--- src/rtl/tx_conn.sv ---
// tx_conn: ASCII frame transmitter for the AGC host link (outbound side of rx_conn).
// Snapshots PROG/VERB/NOUN and R1..R3, then emits a 26-byte frame over valid/ready.
//
// Ports:
//   clk, reset            clock; synchronous active-high reset
//   send_req              start one frame (only looked at while idle)
//   data_PROG/VERB/NOUN   two octal digits each, digit k in [k]
//   data_R1/R2/R3         15-bit ones' complement words, bit 14 = sign
//   TX_byte, TX_valid     byte offered to the UART, held until accepted
//   TX_ready              UART takes the byte this cycle
//   busy                  frame or post-frame gap in progress
//   frame_done            one-cycle pulse after END_CHAR is accepted
module tx_conn #(
  parameter logic [7:0] START_CHAR = 8'd60,
  parameter logic [7:0] END_CHAR   = 8'd62,
  parameter int         GAP_CYCLES = 0
) (
  input  logic            clk,
  input  logic            reset,
  input  logic            send_req,
  input  logic [1:0][2:0] data_PROG,
  input  logic [1:0][2:0] data_VERB,
  input  logic [1:0][2:0] data_NOUN,
  input  logic [14:0]     data_R1,
  input  logic [14:0]     data_R2,
  input  logic [14:0]     data_R3,
  output logic [7:0]      TX_byte,
  output logic            TX_valid,
  input  logic            TX_ready,
  output logic            busy,
  output logic            frame_done
);

  typedef enum logic [2:0] {
    IDLE, START, UNSIGNED, SIGNED, ENDF, GAP
  } state_t;

  localparam int GW = (GAP_CYCLES > 1) ? $clog2(GAP_CYCLES) : 1;
  localparam logic [GW-1:0] GAP_LAST =
    GW'((GAP_CYCLES > 0) ? GAP_CYCLES - 1 : 0);

  state_t          state, state_n;
  logic [2:0]      digit, digit_n;
  logic [1:0]      field, field_n;
  logic [GW-1:0]   gap_cnt, gap_cnt_n;
  logic            done_n;
  logic            load;

  logic [1:0][2:0] prog_q, verb_q, noun_q;
  logic [14:0]     r1_q, r2_q, r3_q;

  logic [1:0][2:0] pair;
  logic [14:0]     word;
  logic [14:0]     mag;
  logic [14:0]     sh;

  always_comb begin
    pair = noun_q;
    word = r3_q;
    unique case (field)
      2'd0:    begin pair = prog_q; word = r1_q; end
      2'd1:    begin pair = verb_q; word = r2_q; end
      default: begin pair = noun_q; word = r3_q; end
    endcase
    // ones' complement magnitude; -0 stays as all-zero digits
    mag = word[14] ? ~word : word;
    // shift by 3*digit to bring the wanted octal digit to bit 0
    sh  = mag >> ({2'b00, digit} + {1'b0, digit, 1'b0});
  end

  always_comb begin
    state_n   = state;
    digit_n   = digit;
    field_n   = field;
    gap_cnt_n = gap_cnt;
    done_n    = 1'b0;
    load      = 1'b0;
    TX_valid  = 1'b0;
    TX_byte   = 8'd0;
    busy      = 1'b1;
    unique case (state)
      IDLE: begin
        busy = 1'b0;
        if (send_req) begin
          load    = 1'b1;
          state_n = START;
        end
      end
      START: begin
        TX_valid = 1'b1;
        TX_byte  = START_CHAR;
        if (TX_ready) begin
          state_n = UNSIGNED;
          field_n = 2'd0;
          digit_n = 3'd0;
        end
      end
      UNSIGNED: begin
        TX_valid = 1'b1;
        TX_byte  = 8'd48 + {5'd0, pair[digit[0]]};
        if (TX_ready) begin
          if (digit == 3'd1) begin
            digit_n = 3'd0;
            if (field == 2'd2) begin
              state_n = SIGNED;
              field_n = 2'd0;
            end else begin
              field_n = field + 2'd1;
            end
          end else begin
            digit_n = digit + 3'd1;
          end
        end
      end
      SIGNED: begin
        TX_valid = 1'b1;
        if (digit == 3'd5) TX_byte = word[14] ? 8'd45 : 8'd43;
        else               TX_byte = 8'd48 + {5'd0, sh[2:0]};
        if (TX_ready) begin
          if (digit == 3'd5) begin
            digit_n = 3'd0;
            if (field == 2'd2) state_n = ENDF;
            else               field_n = field + 2'd1;
          end else begin
            digit_n = digit + 3'd1;
          end
        end
      end
      ENDF: begin
        TX_valid = 1'b1;
        TX_byte  = END_CHAR;
        if (TX_ready) begin
          done_n    = 1'b1;
          gap_cnt_n = '0;
          state_n   = (GAP_CYCLES > 0) ? GAP : IDLE;
        end
      end
      GAP: begin
        if (gap_cnt == GAP_LAST) state_n = IDLE;
        else gap_cnt_n = gap_cnt + GW'(1);
      end
      default: state_n = IDLE;
    endcase
  end

  always_ff @(posedge clk) begin
    if (reset) begin
      state      <= IDLE;
      digit      <= 3'd0;
      field      <= 2'd0;
      gap_cnt    <= '0;
      frame_done <= 1'b0;
      prog_q     <= '0;
      verb_q     <= '0;
      noun_q     <= '0;
      r1_q       <= '0;
      r2_q       <= '0;
      r3_q       <= '0;
    end else begin
      state      <= state_n;
      digit      <= digit_n;
      field      <= field_n;
      gap_cnt    <= gap_cnt_n;
      frame_done <= done_n;
      if (load) begin
        prog_q <= data_PROG;
        verb_q <= data_VERB;
        noun_q <= data_NOUN;
        r1_q   <= data_R1;
        r2_q   <= data_R2;
        r3_q   <= data_R3;
      end
    end
  end

endmodule

--- config.mk ---
export PLATFORM = sky130hd
export DESIGN_NAME = tx_conn
export DESIGN_NICKNAME = d
export VERILOG_FILES = /design/src/rtl/tx_conn.sv
export SDC_FILE = /design/constraint.sdc
export NUM_CORES = 1
export LEC_CHECK = 0
export ABC_AREA = 1
export CORE_AREA = 2 2 110 112
export CTS_CLUSTER_SIZE = 30
export DETAILED_ROUTE_END_ITERATION = 10
export DIE_AREA = 0 0 112 114
export PLACE_DENSITY = 0.6
export RECOVER_POWER = 100
export SLEW_MARGIN = 20
export SYNTH_ARGS = -nofsm -noshare
export SYNTH_HDL_FRONTEND = slang
export SYNTH_SLANG_ARGS = --single-unit
--- constraint.sdc ---
create_clock -name clk -period 1.95 [get_ports clk]
set_clock_uncertainty 0.05 [all_clocks]
set_input_delay 0.195 -clock clk [delete_from_list [all_inputs] [get_ports clk]]
set_output_delay 0.195 -clock clk [all_outputs]
set_load 0.03 [all_outputs]
# Yosys cells after proc, flatten, opt, wreduce, memory -nomap -nowiden
# Cells that the tools add are included.
# Widths: inputs -> output; s select.
[totals] ff_bits=73 latch_bits=0 mem_bits_rw=0 rom_bits=0 inputBits=67 out_inout_bits=11 elab_cells=94 memories=0
[classes] addsub=6 n_mul=0 div_mod_pow=0 n_lt_le_gt_ge=1 n_eq_ne=20 shift=1 mux=40 bitwise=2 reduce_logical=10
[ops] op="$mux 3" count=17
[ops] op="$pmux 15 s2" count=1
[ops] op="$pmux 7 s4" count=1
[ops] op="$ne 2x2->1 const B" count=11
[ops] op="$pmux 3 s6" count=1
[ops] op="$mux 15" count=1
[ops] op="$not 15->15" count=1
[ops] op="$shr 15x5->3" count=1
[ops] op="$add 6x3->7 const A" count=2
[ops] op="$mux 2" count=7
[ops] op="$pmux 6 s2" count=1
[ops] op="$reduce_and 10->1" count=1
[ops] op="$eq 3x3->1 const B" count=3
[ops] op="$pmux 3 s3" count=1
[ops] op="$mux 1" count=7
[ops] op="$mux 7" count=1
[ops] op="$reduce_and 7->1" count=1
[ops] op="$eq 3x1->1 const B" count=2
[ops] op="$eq 3x2->1 const B" count=2
[ops] op="$pmux 2 s3" count=1
[ops] op="$add 3x4->5" count=1
[ops] op="$reduce_and 4->1" count=1
[ops] op="$reduce_or 4->1" count=1
[ops] op="$add 3x1->3 const B" count=1
[ops] op="other kinds (13)" count=13

# Longest topological paths before layout
# Gate-level depths: netlist (run 1).
[depth] ltp_word=8 mapped_depth=17

# Least setup slack after synthesis (run 1)
# Ideal clock, no wire load.
[synth_path] kind="register to output" start="reg digit[1]" end="out TX_byte[1]" arrival_ns=1.939 t_required_ns=1.705 path_slack_ns=-0.234 path_stages_with_launch=11 n_path_buf=0 path_cell_list="dfxtp_1 > inv_1 > ha_1 > clkinv_1 > nor2_1 > nand3_1 > o21ai_1 > inv_1 > a21oi_1 > nand2_1 > nand2_1"
[synth_via] elab_chain_cells=5
[synth_rtl] element="start, declared" line="43" rtl="logic [2:0] digit, digit_n;"
[synth_rtl] element="start signal, assigned" line="161" rtl="digit <= digit_n;"
[synth_rtl] element="$add 3x4->5" line="68" rtl="sh = mag >> ({2'b00, digit} + {1'b0, digit, 1'b0});"
[synth_rtl] element="$shr 15x5->3" line="68"
[synth_rtl] element="$add 6x3->7" line="118" rtl="else TX_byte = 8'd48 + {5'd0, sh[2:0]};"
[synth_rtl] element="$mux 7 (*)" line="117" rtl="if (digit == 3'd5) TX_byte = word[14] ? 8'd45 : 8'd43;"
[synth_rtl] element="$pmux 7 s4 (*)" line="81" rtl="unique case (state)"
[synth_rtl] element="end, declared" line="27" rtl="output logic [7:0] TX_byte,"
# Every way passes the cells marked *; elsewhere a longest branch is shown, timed or not.

# Worst setup path in the final report (run 1)
[layout_path] start="reg field[1]" end="out TX_byte[1]"
[layout_via] elab_chain_cells=8
[layout_rtl] element="start, declared" line="44" rtl="logic [1:0] field, field_n;"
[layout_rtl] element="start signal, assigned" line="162" rtl="field <= field_n;"
[layout_rtl] element="$eq 2x1->1 / $logic_not 2->1 (equally long branches)" line="60" rtl="unique case (field)"
[layout_rtl] element="$pmux 15 s2" line="60"
[layout_rtl] element="$not 15->15" line="66" rtl="mag = word[14] ? ~word : word;"
[layout_rtl] element="$mux 15" line="66"
[layout_rtl] element="$shr 15x5->3" line="68"
[layout_rtl] element="$add 6x3->7" line="118"
[layout_rtl] element="$mux 7" line="117"
[layout_rtl] element="$pmux 7 s4 (*)" line="81"
# Every way passes the cells marked *; elsewhere a longest branch is shown, timed or not. The select of a mux whose other input is x is not followed.

==> flow_summary_export.csv, run 1 <==
group,metric,value,unit
outcome,outcome,"complete, but fails checks",
outcome,violations,"setup timing",
floorplan,io_pins,78,
floorplan,initial_core_util,0.342,
global_route,first_global_vias,4062,
critical_path,worstPathArrival,2330,ps
clocking,max-clock-path-buffers,2,
timing,max_freq,389,MHz
placed_design,place_area,0.00527,mm2
synth,synthTopCellsByArea,"dfxtp_1, nand2_1, a21oi_1, o21ai_0, inv_1",
route,via_per_inst,4.79,
pwr,p_per_area,1450,mW/mm2
floorplan,row_count,40,
pwr,p_comb_frac,0.542,
synth,synth_area_leader_cell,"dfxtp_1",
final_layout,area_delta_synth_final,44.2,%
timing,fin_crit_sh,1.32,
route,avgRoutedWirePerCell,13.3,um
clocking,cts.sinks,72,
timing,tightest_slew,749,ps
final_layout,drive_gt1_frac,0.197,
synth,ys_ff_latch,72,
hold_path,hp-class,"reg2reg",
floorplan,dieArea,0.0128,mm2
clocking,cts_htree_levels,3,
global_route,grt_max_degree,127,
route,via_count,4141,
job,cap_violations,0,
timing,setup_viol,5,
clocking,root_buffer,"clkbuf_16",
critical_path,crit_top_cell,"nand2_4",
timing,relSlewSlack,0.501,
final_layout,diodes,0,
final_layout,finalNetCount,787,
synth,yosysWarnings,0,
pwr,power.switching,0.00354,W
placed_design,place_inst,842,
route,drt_iter0_markers,170,
critical_path,critPathLaunchType,"register",
critical_path,cp_max_fo,7,
pwr,vdd_drop_max,0.521,mV
critical_path,timing.critical_path.cells,"inv_2, buf_6, ha_4, nor2_8, nand2_4, nand2_4, buf_4, nand2_2, buf_4, a21oi_1, o21ai_2, nand3_2, nand2_2, nand2_4, buf_12",
pwr,power.total,0.00837,W
global_route,grt-ovfl-total,0,
critical_path,slowest_delay,330,ps
critical_path,critPathCaptureType,"output port",
final_layout,final_cells,864,
final_layout,layout_common_cells,"nand2_1, inv_1, o21ai_0",
floorplan,die_w,112,um
clocking,clkSlewWorstSetupHoldPaths,50,ps
route,ant_nets,0,
timing,worst_slack,-624,ps
synth,synth_seq_area_share,0.360,
critical_path,crit_type,"reg2out",
timing,period_needed,2570,ps
placed_design,gp_congestion,0.885,
pwr,swShare,0.423,
pwr,clockPowerShare,0.193,
route,post-route-drc-count,0,
timing,maxSlewViolCount,0,
timing,rsz0062_at_grt,"true",
placed_design,port_buffers,75,
pwr,p_seq_frac,0.265,
pwr,p_leak,2.52,nW
synth,syn-cell-area,0.00400,mm2
synth,synth.distinct_cells,37,
clocking,cts_tree,"done",
synth,synth.avg_cell_area,6.59,um2
clocking,clkLatencyLatePin,330,ps
critical_path,ff2ff_path_depth,10,
clocking,cts_buffers,9,
synth,synth.top_cell.area_share,0.360,
pwr,intPower,0.00483,W
route,wirelength,11.5,mm
critical_path,cp_slowest_cell,"dfxtp_2",
route,drtPass1Iterations,4,
global_route,grt_pass1_wl,19.4,mm
final_layout,layout_commonest_cell,"nand2_1",
hold_path,min_path_cells,2,
global_route,antenna_found_initial,0,
timing,hold_viol,0,
floorplan,die_y,114,um
critical_path,cp.required,1700,ps
floorplan,fp.coreArea,0.0117,mm2
synth,syn_inst,607,
placed_design,hpwl,8.34,mm
final_layout,design_area,0.00577,mm2
global_route,grt_usage,0.187,
==> metrics by stage <==
stage | worst slack, ps | hold slack, ps | TNS, ps | util
CTS | -632 | 397 | -1870 | 0.489
finish | -624 | 393 | -1980 | 0.493
floorplan | 0.0757 | 207 | 0 | -
global placement | -395 | 387 | -1090 | 0.450
detailed placement | -390 | 387 | -1120 | 0.450
global route | -760 | 413 | -5610 | 0.493
==> critical path: cells and delay by family (launching register included) <==
family	cells	cell delay [ps]
DFF	1	330
buffers and inverters	5	520
AOI/OAI and AO/OA	2	240
and+or+nand+nor	7	680
adders and majority gates	1	200
==> routing by layer <==
| metal | wire, um | track usage |
|---|---|---|
| met2 | 5520 | 0.315 |
| met5 | 0 | 0 |
| met4 | 129 | 0.0496 |
| met1 | 5410 | 0.245 |
| met3 | 442 | 0.0409 |
==> power groups by stage <==
stage	Sequential, W	Combinational (W)	Clock (W)
6_report	0.00222	0.00454	0.00162
5_1_grt	0.00227	0.00504	0.00170
4_1_cts	0.00221	0.00453	0.00164
3_5_place_dp	0.00222	0.00420	0
3_3_place_gp	0.00221	0.00415	0
2_1_floorplan	0.00214	0.00280	0
==> worst paths after layout <==
kind,startpoint,endpoint,slack [ps]
setup / recovery,field[1]$_SDFFE_PP0P_,TX_byte[1],-620
hold / removal,r1_q[12]$_SDFFE_PP0P_,r1_q[12]$_SDFFE_PP0P_,390
setup reg to reg,digit[0]$_SDFFE_PP0P_,state[2]$_SDFFE_PP0P_,-100
hold reg to reg,r1_q[12]$_SDFFE_PP0P_,r1_q[12]$_SDFFE_PP0P_,390
==> sequential cells by signal, summed over array words and instances (netlist names), 3 cells and up <==
name,count
r2_q,15
r1_q,15
noun_q,6
state,3
prog_q,6
verb_q,6
r3_q,15
digit,3
==> logic make-up (layout without fill, tap and decap cells) <==
family	after synthesis	count (layout)	synth area share
other	1	2	0.000937
flip-flops	72	72	0.360
XOR/XNOR	1	1	0.00219
adder cells (fa/ha/maj)	7	7	0.0238
buffers and inverters	130	238	0.136
AO/OA/AOI/OAI	184	184	0.244
AND/OR/NAND/NOR	212	213	0.233
==> final cells by class <==
class                           instances  area, um2
Fill cell                            1189       5940
Tap cell                              147        184
Sequential cell                        72       1450
Clock inverter                          3       42.5
Multi-Input combinational cell        407       2260
Timing Repair Buffer                  127       1220
Inverter                               96        364
Clock buffer                           12        246
==> synth_stat cells, drive strengths merged <==
cell type and n:
o221ai 1, clkinv 2, conb 1, nand3 51, o22ai 2, inv 94
o21ai 86, a211oi 2, fa 1, dfxtp 72, or2 1, clkbuf 21
buf 13, xnor2 1, a21o 1, a21oi 86, o211ai 1, nor3 7
nand4 1, ha 6, nand2 126, a221oi 4, o2111a 1, nor2 26
==> timing repair <==
item / CTS / global route
pin swaps: 23 / 15
buffers inserted: 4 / 2
gates cloned: 2 / 0
gates resized for setup: 27 / 30
setup endpoints to repair: 5 / 5
hold buffers: 0 / 0
Note: power is estimated with default switching activity, not from simulation.
==> run 2: changes to the inputs <==
CORE_AREA = 5 5 113 115   (was 2 2 110 112)
DIE_AREA = 0 0 118 120   (was 0 0 112 114)
==> run 2 against run 1 <==
  * The flow still finishes with violations (setup timing)
  * Register-to-register slack better by 140 ps
  * Non-clock buffer count down 6
  * Sequential power about the same
  * Critical path type unchanged
  * Core utilization down 0.18 points
  * Largest cell class unchanged
  * Power down 0.26%
  * Count of clock-buffer cells in the layout unchanged
  * Routed wire length down 1.5%
  * Largest power group unchanged
  * Critical path depth up 2
  * Global-route usage down 2.2 points
  * Sequential cell count unchanged
  * Worst setup slack better by 21 ps
  * Via count up 0.43%
==> flow_summary_export.csv, run 2 (synthesis results as in run 1) <==
group,metric,value,unit
outcome,outcome,"complete, but fails checks",
outcome,violations,"setup timing",
timing,tns,-1810,ps
clocking,root_buffer,"clkbuf_16",
timing,period_needed,2550,ps
critical_path,cp_slowest_cell,"dfxtp_2",
floorplan,initial_core_util,0.342,
floorplan,dieArea,0.0142,mm2
global_route,first_global_vias,4099,
timing,max_freq,392,MHz
timing,rsz0062_at_grt,"true",
route,wirelength,11.3,mm
critical_path,critPathTopFamily,"simple AND/OR/NAND/NOR gates",
final_layout,area_delta_synth_final,43.7,%
floorplan,io_pins,78,
route,drt_iter0_markers,162,
route,via_count,4159,
clocking,cts.sinks,72,
timing,setup_viol,3,
floorplan,fp.coreArea,0.0117,mm2
route,drtPass1Iterations,4,
critical_path,critPathCaptureType,"output port",
critical_path,cp.required,1700,ps
global_route,antenna_found_initial,0,
route,avgRoutedWirePerCell,13.2,um
final_layout,layout_commonest_cell,"nand2_1",
timing,fin_crit_sh,1.31,
pwr,p_leak,2.52,nW
pwr,power.total,0.00835,W
clocking,cts_tree,"done",
clocking,cts_buffers,9,
global_route,grt_pass1_wl,19.3,mm
global_route,grt_max_degree,69,
clocking,cts_hold_buffers,0,
final_layout,finalNetCount,781,
critical_path,ff2ff_path_depth,6,
placed_design,port_buffers,75,
final_layout,layout_common_cells,"nand2_1, inv_1, o21ai_0",
final_layout,n_fill_cell,1177,
clocking,cts_htree_levels,3,
critical_path,critPathLaunchType,"register",
global_route,grt_usage,0.165,
final_layout,drive_gt1_frac,0.194,
floorplan,die_y,120,um
critical_path,cp_max_fo,7,
critical_path,crit_top_cell,"nand2_1",
job,cap_violations,0,
final_layout,diodes,0,
hold_path,min_from,"noun_q[2]$_SDFFE_PP0P_",
hold_path,hp-class,"reg2reg",
timing,maxSlewViolCount,0,
critical_path,crit_type,"reg2out",
placed_design,place_area,0.00525,mm2
route,post-route-drc-count,0,
final_layout,reg_top3,"r1_q (15), r2_q (15), r3_q (15)",
critical_path,slowest_delay,330,ps
route,ant_nets,0,
clocking,clkLatencyLatePin,340,ps
critical_path,r2r-start,"state[2]$_SDFFE_PP0P_",
hold_path,hold_path_end,"noun_q[2]$_SDFFE_PP0P_",
floorplan,row_count,40,
critical_path,r2r_slack,40,ps
timing,holdWs,398,ps
critical_path,crit_buf_inv,4,
floorplan,die_w,118,um
timing,worst_slack,-603,ps
clocking,max-clock-path-buffers,2,
critical_path,timing.critical_path.cells,"inv_2, buf_6, ha_4, nor2_8, buf_12, nand2_1, nand3_1, nand2_1, nand2_2, nand2_2, nand3_1, nand2_1, nor2_1, nand2_1, nand3_2, nand2_2, buf_12",
pwr,vdd_drop_max,0.517,mV
route,via_per_inst,4.85,
pwr,p_per_area,1450,mW/mm2
critical_path,rr_endpoint,"r3_q[7]$_SDFFE_PP0P_",
placed_design,gp_congestion,0.883,
timing,hold_viol,0,
placed_design,pre_cts_slack,-328,ps
clocking,clkSlewWorstSetupHoldPaths,50,ps
placed_design,hpwl,8.58,mm
global_route,grt-ovfl-total,0,
critical_path,worstPathArrival,2310,ps
hold_path,min_path_cells,2,
final_layout,design_area,0.00575,mm2
==> run 2: cell types whose count changed in the layout (fill, tap and decap cells not counted), sizes merged <==
cell	delta
buf	-6
==> run 2: worst max-delay path by stage <==
stage,startpoint,to,cells past startpoint
6_report,field[1]$_SDFFE_PP0P_,TX_byte[0],17
5_1_grt,field[0]$_SDFFE_PP0P_,TX_byte[2],19
4_1_cts,field[1]$_SDFFE_PP0P_,TX_byte[2],18
3_5_place_dp,field[1]$_SDFFE_PP0P_,TX_byte[1],15
3_3_place_gp,field[1]$_SDFFE_PP0P_,TX_byte[2],18
2_1_floorplan,field[1]$_SDFFE_PP0P_,TX_byte[0],15
==> run 2: worst register-to-register path: stages, from the launching register on <==
cell      delay (ps)
dfxtp_1          350
nor2_1           150
clkbuf_1         160
nand3_2          390
buf_6            370
o21ai_0          250
a21oi_1           70
==> run 2: power by group <==
group	switching, W	internal (W)	leakage, nW
Sequential	0.000292	0.00192	0.595
Clock	0.000601	0.00102	0.139
Combinational	0.00264	0.00188	1.79
==> run 2: metal layers <==
metal  wire length [um]  global-route usage
met1               5290               0.210
met5                  0                   0
met2               5530               0.278
met4                180              0.0502
met3                337              0.0386
==> run 2: timing repair <==
| action | 4_1_cts | 5_1_grt |
|---|---|---|
| setup endpoints to repair | 4 | 4 |
| pin swaps | 16 | 12 |
| buffers inserted | 3 | 2 |
| gates cloned | 2 | 0 |
| resized for setup | 33 | 19 |
| hold endpoints to repair | 0 | 0 |
==> run 2: cell type report <==
| cell class | count | area, um2 | share of cell area |
|---|---|---|---|
| multi-input combinational | 407 | 2270 | 0.395 |
| clock buffer | 12 | 246 | 0.0429 |
| timing repair buffer | 121 | 1200 | 0.208 |
| clock inverter | 3 | 42.5 | 0.00740 |
| tap | 147 | 184 | 0.0320 |
| inverter | 96 | 364 | 0.0633 |
| sequential | 72 | 1450 | 0.251 |
==> run 2: per-stage QoR <==
step / std cells / util
floorplan: 608 / -
global placement: 837 / 0.448
detailed placement: 837 / 0.448
CTS: 857 / 0.488
global route: 858 / 0.491
finish: 858 / 0.491
